File: src/rtl/counter.sv
// rtl/counter.sv - WIDTH-bit binary up/down counter with count enable
//
// Purpose:
//   Free-running modulo-2^WIDTH event/cycle counter. Counts up or down on each
//   rising clk edge while enable is high, and wraps in both directions. There
//   is no load and no clear other than reset.
//
// Parameters:
//   WIDTH   counter width in bits, 2..32 (default 8)
//
// Ports:
//   clk     in   1      clock, all state updates on the rising edge
//   reset   in   1      asynchronous, active-high; forces cnt to 0 at once
//   enable  in   1      1 = count on this edge, 0 = hold
//   upndwn  in   1      1 = increment, 0 = decrement
//   cnt     out  WIDTH  current count, straight from the register
//   tc      out  1      terminal count (only when COUNTER_TC_EN is defined)
//
// Configuration:
//   COUNTER_TC_EN  when defined, adds the tc output. Counting is identical
//                  in both builds.

module counter #(
    parameter int WIDTH = 8
) (
    input  logic             clk,
    input  logic             reset,
    input  logic             enable,
    input  logic             upndwn,
`ifdef COUNTER_TC_EN
    output logic             tc,
`endif
    output logic [WIDTH-1:0] cnt
);

    // Plain modulo arithmetic: the carry/borrow out of the top bit is
    // dropped, which gives 2^WIDTH-1 -> 0 going up and 0 -> 2^WIDTH-1 going
    // down without any special-case logic.
    always_ff @(posedge clk or posedge reset) begin
        if (reset) begin
            cnt <= '0;
        end else if (enable) begin
            if (upndwn) begin
                cnt <= cnt + WIDTH'(1);
            end else begin
                cnt <= cnt - WIDTH'(1);
            end
        end
    end

`ifdef COUNTER_TC_EN
    // tc flags that the next count in the selected direction will wrap. It
    // looks only at cnt and upndwn, so it is valid even while enable is low
    // (and reads 1 during reset when counting down, since cnt is 0 then).
    always_comb begin
        tc = 1'b0;
        if (upndwn) begin
            tc = &cnt;
        end else begin
            tc = (cnt == '0);
        end
    end
`endif

endmodule

File: config.mk
export PLATFORM = sky130hd
export DESIGN_NAME = counter
export DESIGN_NICKNAME = d
export VERILOG_FILES = /design/src/rtl/counter.sv
export SDC_FILE = /design/constraint.sdc
export NUM_CORES = 1
export LEC_CHECK = 0
export ABC_AREA = 0
export ABC_CLOCK_PERIOD_IN_PS = 2500
export CAP_MARGIN = 20
export CORE_ASPECT_RATIO = 1.25
export CORE_MARGIN = 2
export CORE_UTILIZATION = 32
export CTS_BUF_LIST = sky130_fd_sc_hd__clkbuf_4
export CTS_CLUSTER_DIAMETER = 50
export CTS_CLUSTER_SIZE = 20
export DETAILED_ROUTE_END_ITERATION = 8
export GPL_ROUTABILITY_DRIVEN = 0
export PLACE_DENSITY = 0.64
export SETUP_SLACK_MARGIN = 0.05
export SLEW_MARGIN = 20
export SYNTH_ARGS = -nofsm -noshare
export SYNTH_HDL_FRONTEND = slang
export SYNTH_SLANG_ARGS = --single-unit
File: constraint.sdc
create_clock -name clk -period 2.5 [get_ports clk]
set_clock_uncertainty 0.1 [all_clocks]
set_input_delay 0.625 -clock clk [delete_from_list [all_inputs] [get_ports clk]]
set_output_delay 0.625 -clock clk [all_outputs]
set_load 0.005 [all_outputs]
==> flow_results.org <==
** Placement
- Cell Area, Placed :: about 860 um2
- Timing analysis after detailed placement gives a worst setup slack of -0.2760 ns.
- Including well taps, the total number of placed cells is between 100 and 150.
- Buffers placed on the I/O ports in this run total 11.
- Once detailed placement completed, the half-perimeter wirelength came to 1066 um.

** Route
- Met2 WL :: approximately 680 um
- Total wire length after detailed routing :: about 1400 um
- In the final routed layout, each cell accounts on average for 12.84 um.
- Drt drc :: 0
- Routed Antenna Nets :: 0
- The routed layout has between 500 and 600 vias.
- In the detailed route, the total length drawn on met3 is roughly 40 um.
- After detailed routing, the number of vias per cell comes to between 5 and 6.
- In the final routing, the length of wire on met1 measures approximately 640 um.
- Before antenna repair, the detailed router went through 4 iterations.
- Iter 0 DRT Violations :: 5
- The detailed router used layers up to and including met4.

** Logic synthesis
- The most used flip-flop cell after synthesis is sky130_fd_sc_hd__dfrtp_1.
- Sorting the synthesized cells by area gives the leading types as sky130_fd_sc_hd__dfrtp_1, sky130_fd_sc_hd__ha_1, sky130_fd_sc_hd__xnor2_1.
- Area share of the largest cell type after synthesis :: 0.3226
- Register bit count reported by yosys :: 8
- Synthesis warning total :: 0
- Summing every instance area after synthesis gives 620.6 um2.
- Post-Synthesis Mean Instance Area :: between 10 and 15 um2
- Post-synth EDFFs :: 0
- Post-synthesis cell count :: 60
- Async set-reset flop share out of synthesis :: 1.000
- In this run, distinct cell masters in the synthesized netlist total 28.
- sky130_fd_sc_hd__dfrtp_1 takes more of the synthesized area than any other cell.
- For this run, the register share of the synthesized area comes to 0.3226.
- Synthesis produced a netlist with a net count of 71.

** Critical path
- Walking the worst path, the cells encountered are clkdlybuf4s50_1 -> inv_2 -> ha_1 -> a211oi_2 -> o21bai_1 -> a21oi_2 -> xnor2_1 -> mux2_4.
- Data required time at the worst endpoint :: 2.55 ns
- Data arrival, critical path :: 2.41 ns
- Critical path buffer and inverter count :: 2
- Critical Path Start Type :: input port
- In this run the worst path has a maximum fanout of 6.
- Dominant delay contributor by cell family on the critical path :: buffers and inverters
- In this design, the stage delay of the slowest critical-path cell is just under 0.5 ns.
- Worst Path Class, Setup :: in2reg
- Slowest cell on crit path :: sky130_fd_sc_hd__clkdlybuf4s50_1
- Crit end category :: register

** STA
- The max-slew violation total from the final report came to 0.
- At the pin with the least slew margin, the transition time is roughly 0.35 ns.
- Worst setup slack after layout :: 0.1379 ns
- Final critical path time including I/O delays and setup :: between 2 and 2.5 ns
- Worst slew margin :: 0.7692
- Max Clock Freq :: ~420 MHz
- Setup repair after global routing missed its margin :: yes
- Setup violations remaining at the end of the flow were counted as 0.
- The hold violation total from the final report is 0.
- Final cycle utilization of the critical path :: 0.9448

** Floorplan
- Die Area :: ~0.0023 mm2
- Die Ht :: between 50 and 60 um
- Io pins :: 12
- Die X :: 43.39 um
- After floorplanning, the core was divided into 17 placement rows.
- Effective utilization at floorplan :: 0.3473
- Core Box Area :: about 0.0018 mm2

** Layout
- Largest registers ranked by flip-flop count :: cnt x8
- The finished cells cover 937.1 um2.
- Total area of sequential cells :: 200.2 um2
- Compared with the post-synthesis result, the final layout area differs by 51.01%.
- Summing all multi-input logic gate instances after layout gives 445.4 um2.
- The register with the most flip-flops in the layout has 8 of them.
- Filler-free cell count of the finished design :: 108
- Most frequent cells in the layout :: sky130_fd_sc_hd__buf_4, sky130_fd_sc_hd__clkdlybuf4s50_1, sky130_fd_sc_hd__dfrtp_1, sky130_fd_sc_hd__xnor2_1, sky130_fd_sc_hd__a21oi_2
- After the last flow step, the layout net total stands at between 100 and 150.
- Most frequent standard cell in the layout excluding fill and tap cells :: sky130_fd_sc_hd__buf_4
- Register with the most flip-flops :: cnt
- Share of post-route cells with drive strength above 1 :: 0.4045
- The number of antenna diodes in the final layout is 0.
- Fill cells in the final layout number 173.

** CTS
- CTS placed an instance of sky130_fd_sc_hd__clkbuf_4 at the clock tree root.
- CTS buffer count :: 3
- CTS Hold Bufs :: 0
- Clock latency on the worst-skew pair, taken at its later pin, is around 0.26 ns.
- Setup fix buffers added after clock tree synthesis :: 0
- TritonCTS built the clock tree.
- Maximum buffer depth of the clock tree :: 2
- Clock transition at the register clock pins on the worst setup and hold paths after CTS :: 0.06 ns
- CTS Sinks :: 8
- In this run the number of H-tree levels came out at 1.

** Outcome
- The flow ran to the end, and the final reports show no timing, DRC or antenna violations.

** Power
- For this design the static power due to leakage is 0.4170 nW.
- VDD sags by at most around 0.62 mV.
- Power Density :: 1333 mW/mm2

** Job
- Max-cap violations in this run came to 0.

** GRT
- The first global-routing pass estimated ~2400 um of wire.
- The number of global-route vias before repair is 536.
- Initial antenna violation count :: 0
- Pin count of the biggest net entering global routing :: 10
- Overall fraction of global-route tracks in use :: 0.1476
- GRT Residual Overflow :: 0

** Worst hold path
- The tightest min-delay check is of the reg2reg type.
==> cell families after synthesis <==
kind of cell	share of synthesized area
compound gates	0.2218
buf+inv	0.04233
fa+ha+maj	0.1532
simple gates	0.08066
flops	0.3226
mux	0.09475
xor+xnor	0.08468
==> what timing repair did <==
item	4_1_cts	5_1_grt
endpoints found under the setup margin	1	4
pin swaps	1	1
gates resized for setup	1	8
==> cell usage after synthesis, drive strengths merged (2+ instances only) <==
cell type  number
o21bai          3
a21oi           6
mux2            4
xor2            2
a211oi          2
xnor2           4
nor2            2
a21o            2
nor3            2
o21ai           3
inv             4
nand2           2
dfrtp           8
ha              6
==> report_power, final <==
| group | internal (mW) | total, mW | switching (mW) |
|---|---|---|---|
| logic | 0.540 | 0.868 | 0.328 |
| registers | 0.199 | 0.274 | 0.0754 |
| clock network | 0.0554 | 0.107 | 0.0513 |
==> path summary, 6_finish.rpt <==
kind | endpoint | slack [ns] | start | cells past startpoint
max in group asynchronous | cnt[1] | 1.53 | reset | 2
worst min-delay path | cnt[3] | 0.44 | cnt[3] | 1
worst max register to register | cnt[5] | 0.68 | cnt[1] | 6
min in group asynchronous | cnt[3] | 0.52 | reset | 2
worst min register to register | cnt[3] | 0.44 | cnt[3] | 1
worst max-delay path | cnt[5] | 0.14 | upndwn | 8
==> area by class of cell <==
cell class | count | share of cell area
tap | 19 | 0.02537
inverter | 4 | 0.01602
clock buffer | 3 | 0.02403
multi-input combinational | 47 | 0.4753
sequential | 8 | 0.2136
timing repair buffer | 27 | 0.2457
==> per-layer routing <==
| metal | track usage | vias to the layer above |
|---|---|---|
| met4 | 0.09091 | 0 |
| met2 | 0.2338 | 11 |
| met3 | 0.03072 | 4 |
| met5 | 0 | - |
| met1 | 0.1809 | 255 |
| li1 | - | 278 |
==> metrics by stage <==
stage	power, mW	hold slack [ns]	TNS, ns	util
floorplan	0.7104	0.3407	0	-
global placement	1.056	0.4128	-0.7222	0.4832
detailed placement	1.070	0.4222	-0.8235	0.4832
CTS	1.193	0.4410	0	0.4979
global route	1.368	0.4717	0	0.5245
finish	1.249	0.4386	0	0.5245
Note: power is estimated with default switching activity, not from simulation.
